File: config.mk
export PLATFORM = sky130hd
export DESIGN_NAME = input_queue_flat
export DESIGN_NICKNAME = d
export VERILOG_FILES = /design/src/rtl/noc_pkg.sv /design/src/rtl/input_queue_if.sv /design/src/rtl/xy_route_calc.sv /design/src/rtl/input_queue.sv /design/src/flat_wrapper.sv
export SDC_FILE = /design/constraint.sdc
export NUM_CORES = 1
export LEC_CHECK = 0
export ABC_AREA = 1
export BUFFER_PORTS_ARGS = -buffer_cell sky130_fd_sc_hd__buf_2
export CAP_MARGIN = 10
export CORE_UTILIZATION = 46
export DETAILED_ROUTE_END_ITERATION = 7
export PLACE_DENSITY = 0.69
export SYNTH_ARGS = -nofsm -noshare
export SYNTH_HDL_FRONTEND = slang
export SYNTH_SLANG_ARGS = --single-unit
File: constraint.sdc
create_clock -name clk -period 2.6 [get_ports clk]
set_clock_uncertainty 0.15 [all_clocks]
set_input_delay 0.13 -clock clk [delete_from_list [all_inputs] [get_ports clk]]
set_output_delay 0.13 -clock clk [all_outputs]
set_load 0.005 [all_outputs]
File: src/rtl/noc_pkg.sv
// noc_pkg: definitions shared by the NoC router blocks.
//   - route_t and the output-port route codes. The input queues and the
//     crossbar pop-request generators both use these codes.
//   - COORD_W: width of one router coordinate.
//   - Flit header field positions, measured from the flit MSB so that they
//     hold for any flit width.
package noc_pkg;

  typedef logic [2:0] route_t;

  localparam route_t ROUTE_NONE = 3'b000;
  localparam route_t ROUTE_N    = 3'b001;
  localparam route_t ROUTE_S    = 3'b010;
  localparam route_t ROUTE_E    = 3'b011;
  localparam route_t ROUTE_W    = 3'b100;
  localparam route_t ROUTE_L    = 3'b101;

  localparam int COORD_W = 4;

  // dest_x = flit[DATA_W-DEST_X_TOP_OFS -: COORD_W]
  // dest_y = flit[DATA_W-DEST_Y_TOP_OFS -: COORD_W]
  localparam int DEST_X_TOP_OFS = 1;
  localparam int DEST_Y_TOP_OFS = 1 + COORD_W;

endpackage

File: src/rtl/input_queue_if.sv
// input_queue_if: groups the two links of one router input queue.
//   Upstream side : push_i, data_i (into the queue); full_o, drop_o (out).
//   Crossbar side : pop_req_i (into the queue); q_o, valid_o, route_o (out).
// Modports:
//   slave  - the queue itself.
//   master - the upstream sender and the crossbar/arbiter driving the queue.
interface input_queue_if
  import noc_pkg::*;
#(
  parameter int DATA_W = 32
);
  logic              push_i;
  logic [DATA_W-1:0] data_i;
  logic              full_o;
  logic              drop_o;
  logic              pop_req_i;
  logic [DATA_W-1:0] q_o;
  logic              valid_o;
  route_t            route_o;

  modport slave (
    input  push_i, data_i, pop_req_i,
    output full_o, drop_o, q_o, valid_o, route_o
  );

  modport master (
    output push_i, data_i, pop_req_i,
    input  full_o, drop_o, q_o, valid_o, route_o
  );
endinterface

File: src/rtl/xy_route_calc.sv
// xy_route_calc: dimension-ordered (X first, then Y) routing decision for
// one flit destination, relative to this router's coordinates.
// Ports:
//   dest_x_i  in  COORD_W  destination X of the flit
//   dest_y_i  in  COORD_W  destination Y of the flit
//   route_o   out route_t  requested output port (E/W/N/S/L)
// Purely combinational.
module xy_route_calc
  import noc_pkg::*;
#(
  parameter logic [COORD_W-1:0] X_COORD = '0,
  parameter logic [COORD_W-1:0] Y_COORD = '0
) (
  input  logic [COORD_W-1:0] dest_x_i,
  input  logic [COORD_W-1:0] dest_y_i,
  output route_t             route_o
);

  always_comb begin
    route_o = ROUTE_L;
    if (dest_x_i > X_COORD) begin
      route_o = ROUTE_E;
    end else if (dest_x_i < X_COORD) begin
      route_o = ROUTE_W;
    end else if (dest_y_i > Y_COORD) begin
      route_o = ROUTE_N;
    end else if (dest_y_i < Y_COORD) begin
      route_o = ROUTE_S;
    end
  end

endmodule

File: src/rtl/input_queue.sv
// input_queue: per-direction input buffer of the NoC router.
// Single-flit packets are written into a circular FIFO of DEPTH entries.
// The head flit, its valid flag and its XY route are offered to the crossbar,
// which retires the head with pop_req_i.
// Ports:
//   clk  in   clock
//   rst  in   synchronous active-high reset
//   bus  slave modport of input_queue_if
//        push_i/data_i/full_o/drop_o  upstream link
//        pop_req_i/q_o/valid_o/route_o crossbar link
// There is no fall-through: a pushed flit shows up at the head one cycle
// later. full_o/valid_o come from the registered count, so a pop does not
// free a slot for a push in the same cycle.
module input_queue
  import noc_pkg::*;
#(
  parameter int                 DATA_W  = 32,
  parameter int                 DEPTH   = 4,
  parameter logic [COORD_W-1:0] X_COORD = '0,
  parameter logic [COORD_W-1:0] Y_COORD = '0
) (
  input logic          clk,
  input logic          rst,
  input_queue_if.slave bus
);

  localparam int PTR_W = $clog2(DEPTH);
  localparam int CNT_W = PTR_W + 1;

  logic [DATA_W-1:0] mem_q [DEPTH];

  logic [PTR_W-1:0] rd_ptr_q, rd_ptr_d;
  logic [PTR_W-1:0] wr_ptr_q, wr_ptr_d;
  logic [CNT_W-1:0] count_q,  count_d;
  logic             drop_q,   drop_d;

  logic              full;
  logic              valid;
  logic              push_ok;
  logic              pop_ok;
  logic [DATA_W-1:0] head;
  route_t            head_route;

  assign full    = (count_q == CNT_W'(DEPTH));
  assign valid   = (count_q != '0);
  assign push_ok = bus.push_i && !full;
  assign pop_ok  = bus.pop_req_i && valid;

  always_comb begin
    rd_ptr_d = rd_ptr_q;
    wr_ptr_d = wr_ptr_q;
    count_d  = count_q;
    drop_d   = bus.push_i && full;
    if (push_ok) begin
      wr_ptr_d = wr_ptr_q + PTR_W'(1);
    end
    if (pop_ok) begin
      rd_ptr_d = rd_ptr_q + PTR_W'(1);
    end
    case ({push_ok, pop_ok})
      2'b10:   count_d = count_q + CNT_W'(1);
      2'b01:   count_d = count_q - CNT_W'(1);
      default: count_d = count_q;
    endcase
  end

  always_ff @(posedge clk) begin
    if (rst) begin
      rd_ptr_q <= '0;
      wr_ptr_q <= '0;
      count_q  <= '0;
      drop_q   <= 1'b0;
    end else begin
      rd_ptr_q <= rd_ptr_d;
      wr_ptr_q <= wr_ptr_d;
      count_q  <= count_d;
      drop_q   <= drop_d;
    end
  end

  // Storage has no reset; entries are only read once count covers them.
  always_ff @(posedge clk) begin
    if (push_ok && !rst) begin
      mem_q[wr_ptr_q] <= bus.data_i;
    end
  end

  assign head = mem_q[rd_ptr_q];

  xy_route_calc #(
    .X_COORD (X_COORD),
    .Y_COORD (Y_COORD)
  ) u_route (
    .dest_x_i (head[DATA_W-DEST_X_TOP_OFS -: COORD_W]),
    .dest_y_i (head[DATA_W-DEST_Y_TOP_OFS -: COORD_W]),
    .route_o  (head_route)
  );

  // Head outputs are forced to zero while empty so stale storage never leaks.
  assign bus.q_o     = valid ? head : '0;
  assign bus.route_o = valid ? head_route : ROUTE_NONE;
  assign bus.valid_o = valid;
  assign bus.full_o  = full;
  assign bus.drop_o  = drop_q;

endmodule

File: src/flat_wrapper.sv
// flat-port wrapper written by rule: the top's interface ports become plain ports
module input_queue_flat import noc_pkg::*;
#(
  parameter int                 DATA_W  = 32,
  parameter int                 DEPTH   = 4,
  parameter logic [COORD_W-1:0] X_COORD = '0,
  parameter logic [COORD_W-1:0] Y_COORD = '0
)
  (clk, rst, bus_push_i, bus_data_i, bus_pop_req_i, bus_full_o, bus_drop_o, bus_q_o, bus_valid_o, bus_route_o);
  input_queue_if #(.DATA_W(DATA_W)) bus_i ();
  input logic clk;
  input logic rst;
  input wire logic [$bits(bus_i.push_i)-1:0] bus_push_i;
  input wire logic [$bits(bus_i.data_i)-1:0] bus_data_i;
  input wire logic [$bits(bus_i.pop_req_i)-1:0] bus_pop_req_i;
  output wire logic [$bits(bus_i.full_o)-1:0] bus_full_o;
  output wire logic [$bits(bus_i.drop_o)-1:0] bus_drop_o;
  output wire logic [$bits(bus_i.q_o)-1:0] bus_q_o;
  output wire logic [$bits(bus_i.valid_o)-1:0] bus_valid_o;
  output wire logic [$bits(bus_i.route_o)-1:0] bus_route_o;
  assign bus_i.push_i = bus_push_i;
  assign bus_i.data_i = bus_data_i;
  assign bus_i.pop_req_i = bus_pop_req_i;
  assign bus_full_o = bus_i.full_o;
  assign bus_drop_o = bus_i.drop_o;
  assign bus_q_o = bus_i.q_o;
  assign bus_valid_o = bus_i.valid_o;
  assign bus_route_o = bus_i.route_o;
  input_queue #(.DATA_W(DATA_W), .DEPTH(DEPTH), .X_COORD(X_COORD), .Y_COORD(Y_COORD)) u_core (.clk(clk), .rst(rst), .bus(bus_i));
endmodule
==> run summary <==
CP required - 2.32 ns
core footprint - 0.01156 mm²
CP arrival - 2.04 ns
Via density - 5.051
Post-CTS Resized - 0
FF-to-FF path depth - 10
root buffer cell - clkbuf_16
failing checks - DRC
run status - finished with violations
Cell Pwr Density - 947.0 mW/mm²
most frequent CP cell - nand2_1
number of nets still failing antenna checks after routing - 0
worst setup path class - flip-flop to primary output
initial antenna violation count - 0
drt wl/cell - 15.10 µm
Worst-Margin Slew - 0.6569 ns
f_max - 0.4313 GHz
FF-to-FF End - u_core.count_q[2]
IO buf count - 73
Area growth, synth to finish - 26.41%
Slew Limit Fails - 0
Starting Density - 0.4797
Leakage - 0.002674 µW
Finished Cell Area - 0.007013 mm²
worst hold path type - primary input to flip-flop
CTS tree - done
hold path endpoint - u_core.count_q[1]
hold path startpoint - rst
largest net degree at the start of global routing - 52
setup_tns - 0 ns
CP Launch Type - flip-flop
cts bufs inserted - 17
main flop type after synthesis - edfxtp_1
grt total ovfl - 0
Min-Delay Path Depth - 3
Worst R2R Start - u_core.count_q[0]
fin crit period - 2.318 ns
cells along the critical path - inv_2 > buf_4 > nand2_1 > nand3_1 > nand2_1 > nand4_1 > nor2_2 > buf_2
gp weighted congestion - 0.7919
Net count, final - 618
fin cells - 732
commonest non-fill, non-tap cell in the layout - edfxtp_1
Cell Area, Synth - 0.005548 mm²
Antenna Cells - 0
1st-iter DRT viols - 248
first-pass GRT wire length - 17930 µm
Yosys warning count - 0
die area - 0.01250 mm²
max-cap violation count - 0
vias in the first global route - 3683
EDFF count, synth - 128
DR DRC count - 5
clock buffer depth - 2
final hold violations - 0
I/O pin count - 74
GRT Util Overall - 0.1898
CP max stage delay - 0.53 ns
Sink Count - 138
share of layout cells above drive strength 1 - 0.2139
period utilization - 0.8917
# rows - 39
final setup fails - 0
Synth Instances - 461
CP Max Fanout - 28
Die Width - 111.8 µm
register area share after synthesis - 0.7289
mean post-synth cell area - 12.03 µm²
Peak VDD IR - 0.5657 mV
Syn Nets - 503
setup repair after global routing missed its margin - no
WP buf/inv - 3
async set-or-reset flop fraction in the synthesized netlist - 0
H-tree level count - 4
clk_lat worst skew - 0.40 ns
Vert. Die Dim - 111.8 µm
final WL - 11060 µm
Yosys cell types - 26
Worst R2R Setup Slack - 0.42 ns
most frequent cells in the layout - edfxtp_1, nor2_1, buf_2
Synth Register Bits - 138
Clock transition at path regs - 0.06 ns
CP Capture Type - primary output
router iterations before antenna repair - 8
Rel. slew slack - 0.5614
dpl cell area - 0.006086 mm²
Max stage delay cell, worst path - dfxtp_2
CP delay by family, top - buffers and inverters
HPWL after DPL - 6639 µm
Vias - 3697
Post-Place Cells - 665
## per-layer routing
layer	wire length, µm	part of all wire	up-vias	GRT usage
li1	-	-	1829	-
met1	4767	0.43	1760	0.2318
met2	5651	0.51	99	0.3246
met3	549	0.050	9	0.04899
met4	86	0.0078	0	0.07027
met5	0	0	-	0
## cell families after synthesis
| kind of cell | after synthesis | synth area share |
|---|---|---|
| compound gates | 85 | 0.07713 |
| simple gates | 189 | 0.1364 |
| buf+inv | 43 | 0.04262 |
| flops | 138 | 0.7289 |
| fa+ha+maj | 6 | 0.01489 |
## cells in the mapped netlist, types with 2 or more instances
master,count,area (µm²)
edfxtp_1,128,3844
nor2_1,117,439.2
o21ai_0,52,260.3
nand2_1,45,168.9
a21oi_1,31,155.2
nand3_1,19,95.09
inv_1,16,60.06
dfxtp_1,10,200.2
buf_2,6,30.03
buf_4,6,45.04
buf_6,6,67.56
clkbuf_1,5,18.77
ha_1,5,62.56
inv_2,2,7.510
nand2_2,2,12.51
## state kept, by name (all words and copies together), names as in the netlist, named ones only
| name | cells |
|---|---|
| u_core.bus.drop_o | 1 |
| u_core.count_q | 3 |
| u_core.mem_q | 128 |
| u_core.rd_ptr_q | 2 |
| u_core.wr_ptr_q | 2 |
## power breakdown
group	internal, µW	switching (µW)	total (µW)	leakage (µW)
combinational	637	1070	1710	0.00115
clock	1420	880	2290	0.000276
sequential	2570	64.4	2640	0.00124
## through the flow
step	hold slack (ns)	total power, µW	utilization	setup WS (ns)
2_1_floorplan	0.05238	3739	-	0.004568
3_3_place_gp	0.1562	4316	0.5262	0.6189
3_5_place_dp	0.1623	4357	0.5262	0.5028
4_1_cts	0.2774	6693	0.6064	0.2650
5_1_grt	0.3094	7000	0.6064	0.1137
6_report	0.2801	6641	0.6064	0.2817
## worst max path at each step
stage          cells after the start  slack (ns)            endpoint         startpoint
2_1_floorplan                      4       0.005  u_core.mem_q[0][0]  u_core.count_q[0]
4_1_cts                            8        0.27      bus_route_o[2]          flip-flop
3_3_place_gp                      10        0.62   u_core.count_q[2]  u_core.count_q[0]
3_5_place_dp                      10        0.50   u_core.count_q[2]  u_core.count_q[0]
5_1_grt                            8        0.11      bus_route_o[2]          flip-flop
6_report                           8        0.28      bus_route_o[2]          flip-flop
## tightest hold or removal path, cell delays in order
cell and delay (ns):
dlygate4sd3_1 0.52, buf_2 0.11, nor2_1 0.04
## layout make-up
class | count | area (µm²)
inverters | 19 | 71.32
multi-input cells | 280 | 1297
fillers | 887 | 4552
clock inverters | 14 | 147.6
repair buffers | 120 | 843.3
flip-flops and latches | 138 | 4045
clock buffers | 18 | 429.2
well taps | 143 | 178.9
## repair_timing
item / in CTS / in global routing
buffers inserted: 0 / 0
hold endpoints to repair: 136 / 0
hold buffers: 35 / 0
Power figures use the tool's default switching activity.
